File: src/rtl/vram_draw_pkg.sv
// Shared types for the VRAM stroke writer.
//   state_t  : top-level write-port owner states (clear fill, idle, line drawing)
//   point_t  : pixel coordinate pair; touch coordinates are zero-extended into it
//   in_range : true when a point lies inside a w x h display
package vram_draw_pkg;

  // Coordinate field width. Touch inputs (XW/YW bits) must not be wider than this.
  localparam int COORD_W = 9;

  typedef enum logic [1:0] {
    S_CLEAR,
    S_IDLE,
    S_LINE
  } state_t;

  typedef struct packed {
    logic [COORD_W-1:0] x;
    logic [COORD_W-1:0] y;
  } point_t;

  function automatic logic in_range(input point_t p, input int w, input int h);
    return (int'(p.x) < w) && (int'(p.y) < h);
  endfunction

endpackage

File: src/rtl/bresenham_stepper.sv
// Bresenham line stepper, one point per step.
//   clk, rst : clock, synchronous active-high reset
//   start_i  : load a new segment p0_i -> p1_i; cur_o becomes p0_i
//   p0_i     : segment start point
//   p1_i     : segment end point
//   step_i   : advance cur_o by one pixel (ignored once the end is reached)
//   cur_o    : current point of the segment
//   last_o   : cur_o equals the segment end point
module bresenham_stepper
  import vram_draw_pkg::*;
(
  input  logic   clk,
  input  logic   rst,
  input  logic   start_i,
  input  point_t p0_i,
  input  point_t p1_i,
  input  logic   step_i,
  output point_t cur_o,
  output logic   last_o
);

  // Two extra bits: one for sign, one so err = dx + dy never overflows.
  localparam int EW = COORD_W + 2;

  point_t                cur_q, cur_d;
  point_t                end_q;
  logic signed [EW-1:0]  dx_q, dy_q, err_q, err_d;
  logic                  sx_neg_q, sy_neg_q;

  logic signed [EW-1:0]  x0_s, y0_s, x1_s, y1_s, ddx, ddy, adx, ady;
  logic signed [EW:0]    e2, dx_ext, dy_ext;
  logic                  move_x, move_y;

  assign x0_s = $signed({2'b00, p0_i.x});
  assign y0_s = $signed({2'b00, p0_i.y});
  assign x1_s = $signed({2'b00, p1_i.x});
  assign y1_s = $signed({2'b00, p1_i.y});
  assign ddx  = x1_s - x0_s;
  assign ddy  = y1_s - y0_s;
  assign adx  = ddx[EW-1] ? -ddx : ddx;
  assign ady  = ddy[EW-1] ? -ddy : ddy;

  // e2 = 2*err, compared against sign-extended dx/dy one bit wider.
  assign e2     = {err_q, 1'b0};
  assign dx_ext = dx_q;
  assign dy_ext = dy_q;
  assign move_x = (e2 >= dy_ext);
  assign move_y = (e2 <= dx_ext);

  assign cur_o  = cur_q;
  assign last_o = (cur_q == end_q);

  always_comb begin
    cur_d = cur_q;
    err_d = err_q;
    if (step_i && !last_o) begin
      // Both corrections use the error from before this step.
      err_d = err_q + (move_x ? dy_q : '0) + (move_y ? dx_q : '0);
      if (move_x) cur_d.x = sx_neg_q ? cur_q.x - 1'b1 : cur_q.x + 1'b1;
      if (move_y) cur_d.y = sy_neg_q ? cur_q.y - 1'b1 : cur_q.y + 1'b1;
    end
  end

  always_ff @(posedge clk) begin
    if (rst) begin
      cur_q    <= '0;
      end_q    <= '0;
      dx_q     <= '0;
      dy_q     <= '0;
      err_q    <= '0;
      sx_neg_q <= 1'b0;
      sy_neg_q <= 1'b0;
    end else if (start_i) begin
      cur_q    <= p0_i;
      end_q    <= p1_i;
      dx_q     <= adx;
      dy_q     <= -ady;
      err_q    <= adx - ady;
      sx_neg_q <= ddx[EW-1];
      sy_neg_q <= ddy[EW-1];
    end else begin
      cur_q <= cur_d;
      err_q <= err_d;
    end
  end

endmodule

File: src/rtl/vram_stroke_writer.sv
// Owns the VRAM write port: background fill after reset/clear, then converts
// touch samples into pen-coloured pixels, joining consecutive pen-down samples
// with Bresenham segments drawn at one pixel per clock.
//   clk, rst      : clock, synchronous active-high reset
//   touch_valid   : touch sample present this cycle (level)
//   touch_x/_y    : touch column / row
//   clear         : one-cycle request to restart the full background fill
//   bg_color      : fill colour, pen_color : stroke colour
//   wr_ena        : VRAM write strobe
//   wr_addr       : VRAM address = y*DISPLAY_WIDTH + x
//   wr_data       : VRAM write data
//   busy          : high while filling or drawing a line
module vram_stroke_writer
  import vram_draw_pkg::*;
#(
  parameter int DISPLAY_WIDTH  = 240,
  parameter int DISPLAY_HEIGHT = 320,
  parameter int VRAM_W         = 16,
  parameter int XW             = 9,
  parameter int YW             = 9,
  // Derived; leave at defaults.
  parameter int VRAM_L         = DISPLAY_WIDTH * DISPLAY_HEIGHT,
  parameter int AW             = $clog2(VRAM_L)
) (
  input  logic              clk,
  input  logic              rst,
  input  logic              touch_valid,
  input  logic [XW-1:0]     touch_x,
  input  logic [YW-1:0]     touch_y,
  input  logic              clear,
  input  logic [VRAM_W-1:0] bg_color,
  input  logic [VRAM_W-1:0] pen_color,
  output logic              wr_ena,
  output logic [AW-1:0]     wr_addr,
  output logic [VRAM_W-1:0] wr_data,
  output logic              busy
);

  state_t              state_q, state_d;
  logic [AW-1:0]       count_q, count_d;
  logic                pen_down_q, pen_down_d;
  point_t              last_q, last_d;
  logic                pend_valid_q, pend_valid_d;
  point_t              pend_q, pend_d;

  logic                wr_ena_q, wr_ena_d;
  logic [AW-1:0]       wr_addr_q, wr_addr_d;
  logic [VRAM_W-1:0]   wr_data_q, wr_data_d;
  logic                busy_q;

  point_t              live_pt, sample;
  logic                have_sample;
  logic                step_start, step_adv, step_last;
  point_t              step_cur;

  function automatic logic [AW-1:0] addr_of(input point_t p);
    return AW'(p.y) * AW'(DISPLAY_WIDTH) + AW'(p.x);
  endfunction

  bresenham_stepper u_stepper (
    .clk     (clk),
    .rst     (rst),
    .start_i (step_start),
    .p0_i    (last_q),
    .p1_i    (sample),
    .step_i  (step_adv),
    .cur_o   (step_cur),
    .last_o  (step_last)
  );

  always_comb begin
    live_pt.x = COORD_W'(touch_x);
    live_pt.y = COORD_W'(touch_y);
  end

  // A buffered sample (captured during a line) is served before the live one.
  assign sample      = pend_valid_q ? pend_q : live_pt;
  assign have_sample = pend_valid_q || touch_valid;

  always_comb begin
    state_d      = state_q;
    count_d      = count_q;
    pen_down_d   = pen_down_q;
    last_d       = last_q;
    pend_valid_d = pend_valid_q;
    pend_d       = pend_q;
    wr_ena_d     = 1'b0;
    wr_addr_d    = wr_addr_q;
    wr_data_d    = wr_data_q;
    step_start   = 1'b0;
    step_adv     = 1'b0;

    case (state_q)
      S_CLEAR: begin
        wr_ena_d  = 1'b1;
        wr_addr_d = count_q;
        wr_data_d = bg_color;
        if (count_q == '0) state_d = S_IDLE;
        else               count_d = count_q - 1'b1;
      end

      S_IDLE: begin
        if (have_sample) begin
          pend_valid_d = 1'b0;
          if (!in_range(sample, DISPLAY_WIDTH, DISPLAY_HEIGHT)) begin
            pen_down_d = 1'b0;
          end else if (!pen_down_q) begin
            wr_ena_d   = 1'b1;
            wr_addr_d  = addr_of(sample);
            wr_data_d  = pen_color;
            last_d     = sample;
            pen_down_d = 1'b1;
          end else if (sample != last_q) begin
            step_start = 1'b1;
            state_d    = S_LINE;
          end
        end
      end

      S_LINE: begin
        wr_ena_d  = 1'b1;
        wr_addr_d = addr_of(step_cur);
        wr_data_d = pen_color;
        step_adv  = 1'b1;
        if (step_last) begin
          last_d  = step_cur;
          state_d = S_IDLE;
        end
        // Last sample wins; it becomes the next segment end.
        if (touch_valid && in_range(live_pt, DISPLAY_WIDTH, DISPLAY_HEIGHT)) begin
          pend_d       = live_pt;
          pend_valid_d = 1'b1;
        end
      end

      default: state_d = S_IDLE;
    endcase

    // Lifting the pen never aborts a line already in progress.
    if (state_q != S_CLEAR && !touch_valid) pen_down_d = 1'b0;

    // The write computed this cycle still goes out; only the next state changes.
    if (clear) begin
      state_d      = S_CLEAR;
      count_d      = AW'(VRAM_L - 1);
      pend_valid_d = 1'b0;
      pen_down_d   = 1'b0;
    end
  end

  always_ff @(posedge clk) begin
    if (rst) begin
      state_q      <= S_CLEAR;
      count_q      <= AW'(VRAM_L - 1);
      pen_down_q   <= 1'b0;
      last_q       <= '0;
      pend_valid_q <= 1'b0;
      pend_q       <= '0;
      wr_ena_q     <= 1'b0;
      wr_addr_q    <= '0;
      wr_data_q    <= '0;
      busy_q       <= 1'b1;
    end else begin
      state_q      <= state_d;
      count_q      <= count_d;
      pen_down_q   <= pen_down_d;
      last_q       <= last_d;
      pend_valid_q <= pend_valid_d;
      pend_q       <= pend_d;
      wr_ena_q     <= wr_ena_d;
      wr_addr_q    <= wr_addr_d;
      wr_data_q    <= wr_data_d;
      // Aligned with the write registered alongside it.
      busy_q       <= (state_q != S_IDLE);
    end
  end

  assign wr_ena  = wr_ena_q;
  assign wr_addr = wr_addr_q;
  assign wr_data = wr_data_q;
  assign busy    = busy_q;

endmodule
File: config.mk
export PLATFORM = sky130hd
export DESIGN_NAME = vram_stroke_writer
export DESIGN_NICKNAME = d
export VERILOG_FILES = /design/src/rtl/vram_draw_pkg.sv /design/src/rtl/bresenham_stepper.sv /design/src/rtl/vram_stroke_writer.sv
export SDC_FILE = /design/constraint.sdc
export NUM_CORES = 1
export LEC_CHECK = 0
export BUFFER_PORTS_ARGS = -buffer_cell sky130_fd_sc_hd__clkbuf_2
export CAP_MARGIN = 20
export CORE_MARGIN = 1
export CORE_UTILIZATION = 40
export CTS_BUF_LIST = sky130_fd_sc_hd__clkbuf_4 sky130_fd_sc_hd__clkbuf_8 sky130_fd_sc_hd__clkbuf_16
export DETAILED_ROUTE_END_ITERATION = 8
export PLACE_DENSITY = 0.56
export RECOVER_POWER = 25
export REMOVE_ABC_BUFFERS = 1
export SLEW_MARGIN = 20
export SYNTH_ARGS = -nofsm -noshare
export SYNTH_HDL_FRONTEND = slang
export SYNTH_SLANG_ARGS = --single-unit
File: constraint.sdc
create_clock -name clk -period 5.6 [get_ports clk]
set_input_delay 1.12 -clock clk [delete_from_list [all_inputs] [get_ports clk]]
set_output_delay 1.12 -clock clk [all_outputs]
set_load 0.01 [all_outputs]
* Word level (Yosys, flattened, before mapping)
Cells that the tools add are included.
** Word-level totals
- Register bits after elaboration :: 163
- Logic and storage cells :: 133
** Operators by class
- $add $sub $neg :: 15
- $mul :: 2
- Order comparisons :: 6
- Equal/unequal tests :: 13
- Muxes and demuxes :: 47
- Bitwise gates (word level) :: 1
- Reduce and logical (&&, ||, !) cells :: 28
** Operators by type and width (count)
- $mux 18 :: 7
- $mux 11 :: 6
- $mux 17 :: 3
- $pmux 17 s3 :: 1
- $mux 16 :: 3
- $pmux 16 s3 :: 1
- $mux 9 :: 4
- $pmux 18 s2 :: 1
- $add 17x9->17 :: 2
- $neg 11->11 :: 3
- $mul 9x4->13 const B :: 2
- $add 11x11->11 :: 2
- $sub 9x9->10 :: 2
- $add 9x1->9 const B :: 2
- $eq 18x18->1 :: 1
- $lt 9x8->1 const B :: 2
- $lt 9x9->1 const B :: 2
- $ne 18x18->1 :: 1
- $sub 9x1->9 const B :: 2
- $logic_not 17->1 :: 1
- $sub 17x1->17 const B :: 1
- $ne 2x2->1 const B :: 7
- $ge 12x11->1 :: 1
- $le 12x11->1 :: 1
- 22 further kinds :: 54

* Longest topological paths before layout
Gate-level depths: netlist of the first run.
- Depth after elaboration :: 9
- Gate-level depth with buffers :: 23

* Cells and area by module
Synthesis of the first run repeated with hierarchy kept, for this count alone.
** Second synthesis, totals
- Cells, all modules :: 1682
- Area total of the unflattened synthesis :: 13789.5 um2
** Modules (own cells, without submodules)
- vram_stroke_writer :: times used 1, cells each 872, area each 7158.1 um2, sequential area each 1841.8 um2
- bresenham_stepper :: times used 1, cells each 810, area each 6631.4 um2, sequential area each 1421.4 um2

* Least setup slack after synthesis of the first run
OpenSTA, ideal clock, no wires.
- Path type :: reg-to-reg
- From :: reg pend_valid_q
- To :: reg wr_addr_q[16], in the netlist wr_addr[16]
- Setup time :: 0.134 ns
- Data arrival time :: 5.316 ns
- Required time :: 5.466 ns
- Setup slack :: 0.150 ns
- Stages on the path, launching flop included :: 19
- Path buffers :: 2
- Cell sequence :: dfxtp_1 > buf_1 > clkbuf_1 > mux2i_1 > inv_1 > fa_1 > inv_1 > fa_1 > inv_1 > ha_1 > a211o_1 > a211o_1 > a211oi_2 > o2111ai_1 > a2111oi_2 > nand3b_1 > xnor2_1 > a221oi_1 > a211oi_1
** RTL lines
- start: declaration :: line vram_stroke_writer.sv:43 : logic pend_valid_q, pend_valid_d;
- start signal: assignment :: line vram_stroke_writer.sv:168 : pend_valid_q <= pend_valid_d;
- end signal: assignment :: line vram_stroke_writer.sv:171 : wr_addr_q <= wr_addr_d;
- end: declaration :: line vram_stroke_writer.sv:47 : logic [AW-1:0] wr_addr_q, wr_addr_d;

==> results of run 1 <==
## metrics by stage
step | setup TNS [ns] | hold slack (ns) | power (W) | util (%) | area, um2
finish | 0 | 0.453 | 0.00317 | 45.8 | 15000
global route | 0 | 0.474 | 0.00334 | 45.8 | 15000
CTS | 0 | 0.458 | 0.00319 | 46.0 | 15000
detailed placement | 0 | 0.446 | 0.00195 | 44.1 | 14400
global placement | 0 | 0.441 | 0.00194 | 44.1 | 14400
floorplan | -0.210 | 0.439 | 0.00173 | - | 13000
## metal layers
layer,up-vias,part of all wire [%],GRT usage [%],routed length (um)
met5,-,0,0,0
met4,0,1.5,5.82,549
met3,27,2.1,2.04,764
met2,128,48,36.7,17000
met1,5382,48,28.7,17200
li1,5869,-,-,-
## cell families (layout without fill, tap and decap cells)
| logic type | after synthesis | after routing |
|---|---|---|
| buffers and inverters | 249 | 342 |
| AO/OA/AOI/OAI | 391 | 391 |
| multiplexers | 61 | 61 |
| AND/OR/NAND/NOR | 480 | 480 |
| adder cells (fa/ha/maj) | 174 | 174 |
| flip-flops | 163 | 163 |
| XOR/XNOR | 118 | 118 |
## Yosys cell counts (6+ instances only)
master    count
xnor2_1      69
dfxtp_1     163
clkbuf_1     56
nand2_1     119
o21ai_0      53
fa_1         48
or4_1         6
o221ai_1      6
a211oi_1     75
and3_1        6
o211ai_1     17
nor3_1       26
nand4_1      11
o21a_1       14
nor4_1       12
o31a_1        7
a221oi_1      7
mux2i_1      59
a21oi_1     113
inv_1       177
nand2b_1     10
a311oi_1      8
xor2_1       47
a21o_1       28
ha_1        126
o31ai_1       6
nor2b_1      17
nand3b_1     10
or2_2         9
or3_1        13
nand3_1      25
nor2_1      189
## registers in the layout (all words and copies together) (netlist names)
name	count
state_q	2
u_stepper.dy_q	11
pen_down_q	1
u_stepper.sx_neg_q	1
busy	1
u_stepper.cur_o	18
wr_addr	17
u_stepper.sy_neg_q	1
wr_data	16
u_stepper.dx_q	11
pend_q	18
u_stepper.end_q	18
u_stepper.err_q	11
count_q	17
wr_ena	1
last_q	18
pend_valid_q	1
## final cells by class
class,count,area (um2),area share (%)
clock buffers,17,425,2.84
repair buffers,130,736,4.91
inverters,180,676,4.51
well taps,442,553,3.69
clock inverters,15,199,1.33
flip-flops and latches,163,3260,21.8
multi-input cells,1224,9140,61.0
## final timing paths
check / from / end / slack, ns / cells after the start
max: touch_y[0] / wr_addr[16]$_SDFFE_PP0P_ / 0.54 / 17
min: wr_addr[4]$_SDFFE_PP0P_ / wr_addr[4]$_SDFFE_PP0P_ / 0.45 / 2
max reg2reg: pend_valid_q$_SDFFE_PP0P_ / u_stepper.err_q[8]$_SDFFE_PP0P_ / 0.56 / 20
min reg2reg: wr_addr[4]$_SDFFE_PP0P_ / wr_addr[4]$_SDFFE_PP0P_ / 0.45 / 2
## report_power, final
part / switching (W) / leakage, nW / internal [W]
clock: 0.000629 / 0.301 / 0.000615
combinational: 0.000423 / 4.79 / 0.000323
sequential: 0.00000678 / 1.32 / 0.00117
total: 0.00106 / 6.41 / 0.00211
## repair_timing
item / in CTS / in global routing
setup buffers: 0 / 0
setup endpoints to repair: 0 / 3
resized for setup: 0 / 2
## worst max-delay path, cell delays in order
cell,delay [ns]
clkbuf_2,0.09
mux2i_1,0.30
inv_1,0.15
fa_1,0.58
inv_1,0.06
fa_1,0.52
inv_1,0.05
ha_1,0.28
a211o_1,0.33
a211o_1,0.31
a211oi_2,0.23
o2111ai_1,0.21
a2111oi_2,0.42
nand3b_1,0.14
xnor2_1,0.15
a221oi_1,0.28
a211oi_1,0.11
==> reports/metrics.yaml, run 1 <==
worst_setup_path:
  cp.arrival_ns: 5.34
  critical_path_class: "in2reg"
  start_kind: "primary input"
  crit_path_end_kind: "register"
  path_max_fanout: 3
  crit_required_ns: 5.88
sta:
  rsz0062_at_grt: "no"
  fin_crit_ns: 5.06
  setup_ws_ns: 0.540
  period_share_pct: 90.4
  clock-skew-final_ns: 0.0128
  slew_headroom_pct: 12.9
  final-hold-violation-count: 0
  max_freq_mhz: 198
  tightest_slew_ns: 1.31
  drv_slew: 0
  setup_viol: 0
floorplan:
  die-area_mm2: 0.0341
  die_y_um: 185
  die_w_um: 185
  core_mm2: 0.0327
  rows: 66
  ios: 89
  initial_utilization_pct: 40.8
logic_synthesis:
  synth-edff-count: 0
  synth.area.top_cells: "dfxtp_1 (24%), ha_1 (12%), fa_1 (7.2%), nor2_1 (5.3%), inv_1 (5.0%)"
  synth_top_family_by_area: "compound AO/OA/AOI/OAI gates"
  synth_compound_gate_area_share_pct: 19.7
  synth-seq-cells: 163
  synth_fa_ha_area_share_pct: 19.0
  synth_top_area_share_pct: 24.5
  ys_async_sr_fraction_pct: 0
  synth_xor_xnor_area_share_pct: 7.91
  synth.avg_cell_area_um2: 8.15
  yosys-mux-area-fraction_pct: 4.60
  ys_types: 79
  synthesis.area_mm2: 0.0133
  synthesis.instances: 1636
  yosys_warnings: 0
  synthFlopType: "dfxtp_1"
  yosys.area_share.simple_pct: 16.9
  ys_seq_area_share_pct: 24.5
  yosys.area.top_type: "dfxtp_1"
cts:
  cts.clk_slew.worst_paths_ns: 0.08
  htreeDepth: 4
  ctsLongestPathBuffers: 2
  insertion_delay_ns: 0.46
  cts-buffers-inserted: 17
  cts.sinks: 163
  hold_buffers: 0
  root_buffer: "clkbuf_16"
  cts_tree: "yes"
place:
  dpl.cell_count: 2139
  dp_hpwl_um: 27500
  gp_congestion: 0.866
  io_buffers: 88
  pre_cts_ws_ns: 0.110
detailed_routing:
  avgViaCountPerCell: 5.25
  dr.pass1.iters: 5
  drtAntennaViolNets: 0
  routed_wirelength_um: 35500
  drc: 0
  num_vias: 11400
  drtIter0Drc: 627
  wire_per_inst_um: 16.4
outcome:
  outcome: "finished, final reports clean"
global_routing:
  grt_overflow: 0
  grt_first_pass_wirelength_um: 57500
  grt.total_usage_pct: 21.5
  antenna_found_initial: 0
  grt_pass1_vias: 11000
  grt_max_degree: 57
final_layout:
  fin_nets: 1944
  areaGrowthSynthToFinish_pct: 12.4
  drive_gt1_share_pct: 9.43
  final_common_cell: "nor2_1"
  fin_cells: 2171
  fillerInstances: 3317
  diodes: 0
  final_cell_mix: "nor2_1 (188), inv_1 (177), dfxtp_1 (162)"
worst_hold_path:
  min_path_type: "reg2reg"
power:
  max-vdd-ir-drop_uv: 184
  p_leak_nw: 6.41
  powerDensity_mw_per_mm2: 211
flow_run:
  cap_viol_max_count: 0
(Power assumes the default switching activity.)
==> run 2: changes to the inputs <==
--- a/config.mk
+++ b/config.mk
@@ -7,11 +7,13 @@
 export LEC_CHECK = 0
 export BUFFER_PORTS_ARGS = -buffer_cell sky130_fd_sc_hd__clkbuf_2
 export CAP_MARGIN = 20
+export CELL_PAD_IN_SITES_DETAIL_PLACEMENT = 0
+export CELL_PAD_IN_SITES_GLOBAL_PLACEMENT = 1
 export CORE_MARGIN = 1
 export CORE_UTILIZATION = 40
 export CTS_BUF_LIST = sky130_fd_sc_hd__clkbuf_4 sky130_fd_sc_hd__clkbuf_8 sky130_fd_sc_hd__clkbuf_16
 export DETAILED_ROUTE_END_ITERATION = 8
-export PLACE_DENSITY = 0.56
+export PLACE_DENSITY = 0.68
 export RECOVER_POWER = 25
 export REMOVE_ABC_BUFFERS = 1
 export SLEW_MARGIN = 20
==> constraint.sdc (replaced) <==
create_clock -name clk -period 5 [get_ports clk]
set_input_delay 1 -clock clk [delete_from_list [all_inputs] [get_ports clk]]
set_output_delay 1 -clock clk [all_outputs]
set_load 0.01 [all_outputs]
==> run 2 against run 1 <==
  * Cell count increased by 3.9%
  * Worst hold slack got worse by 0.00095 ns
  * Routed wire length increased by 5.1%
  * Clock skew increased by 0.0034 ns
==> reports/metrics.yaml, run 2 (synthesized netlist as in run 1, its figures left out) <==
worst_setup_path:
  critical_path_class: "reg2reg"
  rr_worst_depth: 14
  timing.rr.end: "wr_addr[16]$_SDFFE_PP0P_"
  cp.arrival_ns: 5.07
  r2r_setup_slack_ns: 0.30
  crit_required_ns: 5.37
  crit_path_frequent_cell: "fa_1"
  crit_chain: "fa_1, fa_1, inv_1, fa_1, inv_1, ha_1, o21ai_0, a21boi_0, o211ai_1, nor4b_2, o311ai_0, xnor2_1, nand2_1, a211oi_1"
  slowest_delay_ns: 0.57
  crit_path_end_kind: "register"
  r2r_start: "u_stepper.cur_o[1]$_SDFFE_PP0P_"
  start_kind: "register"
  critical-path-slowest-cell: "dfxtp_1"
  path_max_fanout: 7
floorplan:
  initial_utilization_pct: 40.8
  die-area_mm2: 0.0341
  rows: 66
  die_w_um: 185
  die_y_um: 185
  ios: 89
  core_mm2: 0.0327
sta:
  tightest_slew_ns: 1.02
  drv_slew: 0
  final-hold-violation-count: 0
  fin_crit_ns: 4.70
  slew_headroom_pct: 32.1
  setup_ws_ns: 0.304
  rsz0062_at_grt: "no"
  max_freq_mhz: 213
  clock-skew-final_ns: 0.0162
  setup_viol: 0
  period_share_pct: 93.9
place:
  pre_cts_ws_ns: -0.223
  gp_congestion: 0.845
  dp_hpwl_um: 28800
  io_buffers: 88
  dpl_cell_area_mm2: 0.0151
cts:
  ctsLongestPathBuffers: 2
  cts.sinks: 163
  htreeDepth: 4
  cts_tree: "yes"
  cts-buffers-inserted: 17
  hold_buffers: 0
  insertion_delay_ns: 0.46
  root_buffer: "clkbuf_16"
  cts.clk_slew.worst_paths_ns: 0.07
final_layout:
  areaGrowthSynthToFinish_pct: 17.5
  drive_gt1_share_pct: 13.9
  fillerInstances: 3368
  final_cell_mix: "nor2_1 (187), inv_1 (177), dfxtp_1 (162)"
  fin_nets: 2029
  final_common_cell: "nor2_1"
  diodes: 0
  design_area_mm2: 0.0157
detailed_routing:
  route.met2.wl_um: 17400
  drc: 0
  num_vias: 11800
  drtIter0Drc: 519
  wire_per_inst_um: 16.6
  wirelength_met1_um: 18200
  top_layer: "met4"
  avgViaCountPerCell: 5.21
  drtAntennaViolNets: 0
  routed_wirelength_um: 37400
  dr.pass1.iters: 5
  wl_met3_um: 904
global_routing:
  antenna_found_initial: 0
  grt_overflow: 0
  grt_pass1_vias: 11300
  grt_max_degree: 138
  grt.total_usage_pct: 22.4
  grt_first_pass_wirelength_um: 59600
power:
  powerDensity_mw_per_mm2: 231
  p_leak_nw: 6.83
  p_switching_w: 0.00115
  max-vdd-ir-drop_uv: 257
  pwr-share-seq_pct: 36.4
  pwr-share-comb_pct: 27.1
  clock_power_share_pct: 36.5
  sw_frac_of_total_pct: 31.7
  intPower_w: 0.00247
outcome:
  outcome: "finished, final reports clean"
flow_run:
  cap_viol_max_count: 0
worst_hold_path:
  hold_depth: 2
  min-delay-start: "wr_addr[5]$_SDFFE_PP0P_"
  min_to: "wr_addr[5]$_SDFFE_PP0P_"
  min_path_type: "reg2reg"
==> run 2: cell types whose count changed in the layout (fill, tap and decap cells not counted), moves of 2 or more <==
cell,before,now
inv_12,2,0
clkinv_2,0,2
a2111oi_1,0,2
buf_12,2,5
o21ai_1,2,4
inv_6,2,4
buf_4,40,122
a2111oi_0,5,3
clkinv_8,6,0
o21ai_0,53,50
clkinvlp_4,0,3
==> run 2: how the worst max path moves through the flow <==
stage / startpoint / endpoint
final: u_stepper.cur_o[1]$_SDFFE_PP0P_ / wr_addr[16]$_SDFFE_PP0P_
after global routing: pend_valid_q$_SDFFE_PP0P_ / wr_addr[14]$_SDFFE_PP0P_
after CTS: pend_valid_q$_SDFFE_PP0P_ / wr_addr[16]$_SDFFE_PP0P_
after detailed placement: touch_y[1] / wr_addr[16]$_SDFFE_PP0P_
after global placement: touch_y[1] / wr_addr[16]$_SDFFE_PP0P_
after floorplan: pend_valid_q$_SDFFE_PP0P_ / u_stepper.err_q[10]$_SDFFE_PP0P_
==> run 2: power groups by stage <==
| stage | clock, W | combinational, W | sequential [W] |
|---|---|---|---|
| 6_report | 0.00132 | 0.000980 | 0.00132 |
| 5_1_grt | 0.00142 | 0.00109 | 0.00132 |
| 4_1_cts | 0.00136 | 0.000970 | 0.00132 |
| 3_5_place_dp | 0 | 0.000964 | 0.00135 |
| 3_3_place_gp | 0 | 0.000955 | 0.00135 |
| 2_1_floorplan | 0 | 0.000586 | 0.00135 |
==> run 2: per-layer routing <==
layer	track usage [%]	vias to the layer above
li1	-	6041
met1	30.1	5534
met4	6.98	0
met2	37.1	145
met3	3.04	44
met5	0	-
==> run 2: cell type report <==
type | count | area, um2 | area share, %
multi-input combinational | 1224 | 9180 | 58.5
sequential | 163 | 3270 | 20.8
timing repair buffer | 215 | 1430 | 9.14
inverter | 180 | 676 | 4.31
tap | 442 | 553 | 3.53
clock buffer | 17 | 425 | 2.71
clock inverter | 15 | 146 | 0.934
==> run 2: what timing repair did <==
item | in CTS | in global routing
buffers inserted | 0 | 1
setup endpoints to repair | 0 | 5
gates resized for setup | 0 | 15
==> run 2: stage by stage <==
| stage | instances | setup TNS (ns) | hold slack, ns | total power, W | util (%) |
|---|---|---|---|---|---|
| 2_1_floorplan | 1567 | -16.21 | 0.439 | 0.00194 | - |
| 3_3_place_gp | 2222 | -0.190 | 0.441 | 0.00230 | 46.1 |
| 3_5_place_dp | 2222 | -0.487 | 0.443 | 0.00231 | 46.1 |
| 4_1_cts | 2254 | 0 | 0.453 | 0.00365 | 47.9 |
| 5_1_grt | 2256 | 0 | 0.465 | 0.00383 | 47.9 |
| 6_report | 2256 | 0 | 0.452 | 0.00362 | 47.9 |
==> run 2: critical path, delay by kind of cell, from the launching register on <==
family | cells | cell delay, ns
compound gates | 5 | 1.25
xor+xnor | 1 | 0.33
fa+ha+maj | 4 | 1.91
buf+inv | 2 | 0.11
flops | 1 | 0.57
simple gates | 2 | 0.44
==> run 3: changes to the inputs <==
--- a/config.mk
+++ b/config.mk
@@ -9,6 +9,7 @@
 export CAP_MARGIN = 20
 export CELL_PAD_IN_SITES_DETAIL_PLACEMENT = 0
 export CELL_PAD_IN_SITES_GLOBAL_PLACEMENT = 1
+export CORE_ASPECT_RATIO = 1.4
 export CORE_MARGIN = 1
 export CORE_UTILIZATION = 40
 export CTS_BUF_LIST = sky130_fd_sc_hd__clkbuf_4 sky130_fd_sc_hd__clkbuf_8 sky130_fd_sc_hd__clkbuf_16
==> run 3 against run 2 <==
  * Global-route usage is 1.8 points higher
  * Clock power rose by 3%
  * Via count is 2.8% higher
  * Routed wire length increased by 5.7%
  * Clock skew down 0.0037 ns
  * Cell area increased by 2.2%
  * Fmax shrank 2.1%
  * Total power is 2.1% higher
  * Non-clock buffer count increased by 48
  * Largest cell class unchanged
  * Highest routed layer unchanged
==> reports/metrics.yaml, run 3 (synthesized netlist as in run 1, its figures left out) <==
outcome:
  outcome: "finished, final reports clean"
power:
  design_power_total_w: 0.00370
  clock_power_share_pct: 36.8
  sw_frac_of_total_pct: 31.9
  p_switching_w: 0.00118
  intPower_w: 0.00252
  p_leak_nw: 7.08
  pwr-share-seq_pct: 35.7
  powerDensity_mw_per_mm2: 231
  pwr-share-comb_pct: 27.5
  max-vdd-ir-drop_uv: 231
floorplan:
  die-area_mm2: 0.0341
  initial_utilization_pct: 40.9
  die_y_um: 218
  rows: 78
  ios: 89
  core_mm2: 0.0326
  die_w_um: 156
final_layout:
  fin_nets: 2077
  fillerInstances: 3320
  final_cell_mix: "nor2_1 (188), inv_1 (177), buf_4 (171)"
  areaGrowthSynthToFinish_pct: 20.1
  drive_gt1_share_pct: 16.2
  design_area_mm2: 0.0160
  multi_input_area_mm2: 0.00918
  diodes: 0
  final_common_cell: "nor2_1"
  register_area_mm2: 0.00326
worst_setup_path:
  critical-path-slowest-cell: "fa_1"
  crit_chain: "inv_1, ha_1, nand3_1, nor3_1, buf_4, a21oi_1, nand2_1, o31a_1, buf_4, buf_4, and2_1, fa_1, ha_1, fa_1, a21o_1, a21oi_1, o21bai_1, a21oi_1, o21ai_0, xor2_1, nand2_1, a221oi_1"
  slowest_delay_ns: 0.42
  rr_worst_depth: 22
  timing.rr.end: "u_stepper.err_q[9]$_SDFFE_PP0P_"
  r2r_start: "u_stepper.dy_q[9]$_SDFFE_PP0P_"
  critical_path_class: "reg2reg"
  r2r_setup_slack_ns: 0.20
  crit_required_ns: 5.36
  cp.arrival_ns: 5.16
  crit_path_end_kind: "register"
  path_max_fanout: 4
  start_kind: "register"
sta:
  clock-skew-final_ns: 0.0125
  final-hold-violation-count: 0
  fin_crit_ns: 4.80
  drv_slew: 0
  tightest_slew_ns: 1.32
  period_share_pct: 95.9
  setup_ws_ns: 0.204
  rsz0062_at_grt: "no"
  max_freq_mhz: 209
  setup_viol: 0
  slew_headroom_pct: 12.1
global_routing:
  grt_first_pass_wirelength_um: 63300
  grt_overflow: 0
  antenna_found_initial: 0
  grt_pass1_vias: 12100
  grt.total_usage_pct: 24.2
  grt_max_degree: 57
worst_hold_path:
  min-delay-start: "wr_addr[0]$_SDFFE_PP0P_"
  min_to: "wr_addr[0]$_SDFFE_PP0P_"
  min_path_type: "reg2reg"
  hold_depth: 2
cts:
  cts_tree: "yes"
  post_cts_buffers: 0
  cts.sinks: 163
  ctsLongestPathBuffers: 2
  hold_buffers: 0
  cts-buffers-inserted: 17
  insertion_delay_ns: 0.46
  htreeDepth: 4
  cts.clk_slew.worst_paths_ns: 0.08
  root_buffer: "clkbuf_16"
detailed_routing:
  wire_per_inst_um: 17.2
  num_vias: 12100
  drtIter0Drc: 435
  avgViaCountPerCell: 5.26
  dr.pass1.iters: 5
  routed_wirelength_um: 39500
  drc: 0
  drtAntennaViolNets: 0
place:
  dpl_cell_area_mm2: 0.0154
  pre_cts_ws_ns: -0.292
  io_buffers: 88
  dp_hpwl_um: 31500
  gp_congestion: 0.873
flow_run:
  cap_viol_max_count: 0
-- run 3: cell types whose count changed in the layout (fill, tap and decap cells not counted), moves of 2 or more --
cell | previous run | this run
inv_8 | 2 | 6
mux2i_2 | 0 | 5
buf_4 | 122 | 171
mux2i_1 | 59 | 54
clkinv_2 | 2 | 0
clkinv_4 | 3 | 1
-- run 3: cell type report --
class | count | area share, %
clock buffer | 18 | 2.70
clock inverter | 14 | 0.976
inverter | 180 | 4.22
multi-input combinational | 1224 | 57.3
sequential | 163 | 20.4
tap | 440 | 3.43
timing repair buffer | 263 | 11.0
-- run 3: power by group through the flow --
stage / registers (W) / clock network (W) / logic, W
final: 0.00132 / 0.00136 / 0.00102
after CTS: 0.00132 / 0.00140 / 0.00101
after detailed placement: 0.00135 / 0 / 0.00100
after global placement: 0.00135 / 0 / 0.000995
after global routing: 0.00132 / 0.00144 / 0.00113
after floorplan: 0.00135 / 0 / 0.000586
-- run 3: metrics by stage --
step	utilization, %	hold WS [ns]	setup TNS (ns)	cells
2_1_floorplan	-	0.439	-16.21	1567
3_3_place_gp	47.3	0.441	-0.479	2269
3_5_place_dp	47.3	0.444	-0.942	2269
4_1_cts	49.2	0.455	0	2301
5_1_grt	49.2	0.474	0	2302
6_report	49.2	0.452	0	2302
-- run 3: how the worst max path moves through the flow --
stage	startpoint	slack (ns)	end	cells after the start
3_5_place_dp	touch_y[0]	-0.29	wr_addr[16]$_SDFFE_PP0P_	17
2_1_floorplan	pend_valid_q$_SDFFE_PP0P_	-0.63	u_stepper.err_q[10]$_SDFFE_PP0P_	10
4_1_cts	pend_valid_q$_SDFFE_PP0P_	0.16	wr_addr[16]$_SDFFE_PP0P_	17
6_report	u_stepper.dy_q[9]$_SDFFE_PP0P_	0.20	u_stepper.err_q[9]$_SDFFE_PP0P_	22
5_1_grt	pend_valid_q$_SDFFE_PP0P_	0.003	u_stepper.err_q[8]$_SDFFE_PP0P_	22
3_3_place_gp	touch_y[0]	-0.21	wr_addr[16]$_SDFFE_PP0P_	17
-- run 3: critical path, delay by kind of cell (launching register included) --
kind                     cells  cell delay, ns
buffers and inverters        4            0.53
adder cells (fa/ha/maj)      4            1.34
flip-flops                   1            0.39
AO/OA/AOI/OAI                8            1.73
AND/OR/NAND/NOR              5            0.54
XOR/XNOR                     1            0.20
-- run 3: routing by layer --
layer	vias up	share of wire, %	GRT usage (%)
met5	-	0	0
met4	0	4.7	12.4
met3	74	2.3	3.07
met2	190	53	45.3
met1	5716	40	26.4
li1	6119	-	-
-- run 3: repair_timing --
action / CTS / global route
hold endpoints to repair: 0 / 0
endpoints found under the setup margin: 0 / 5
resized for setup: 0 / 16
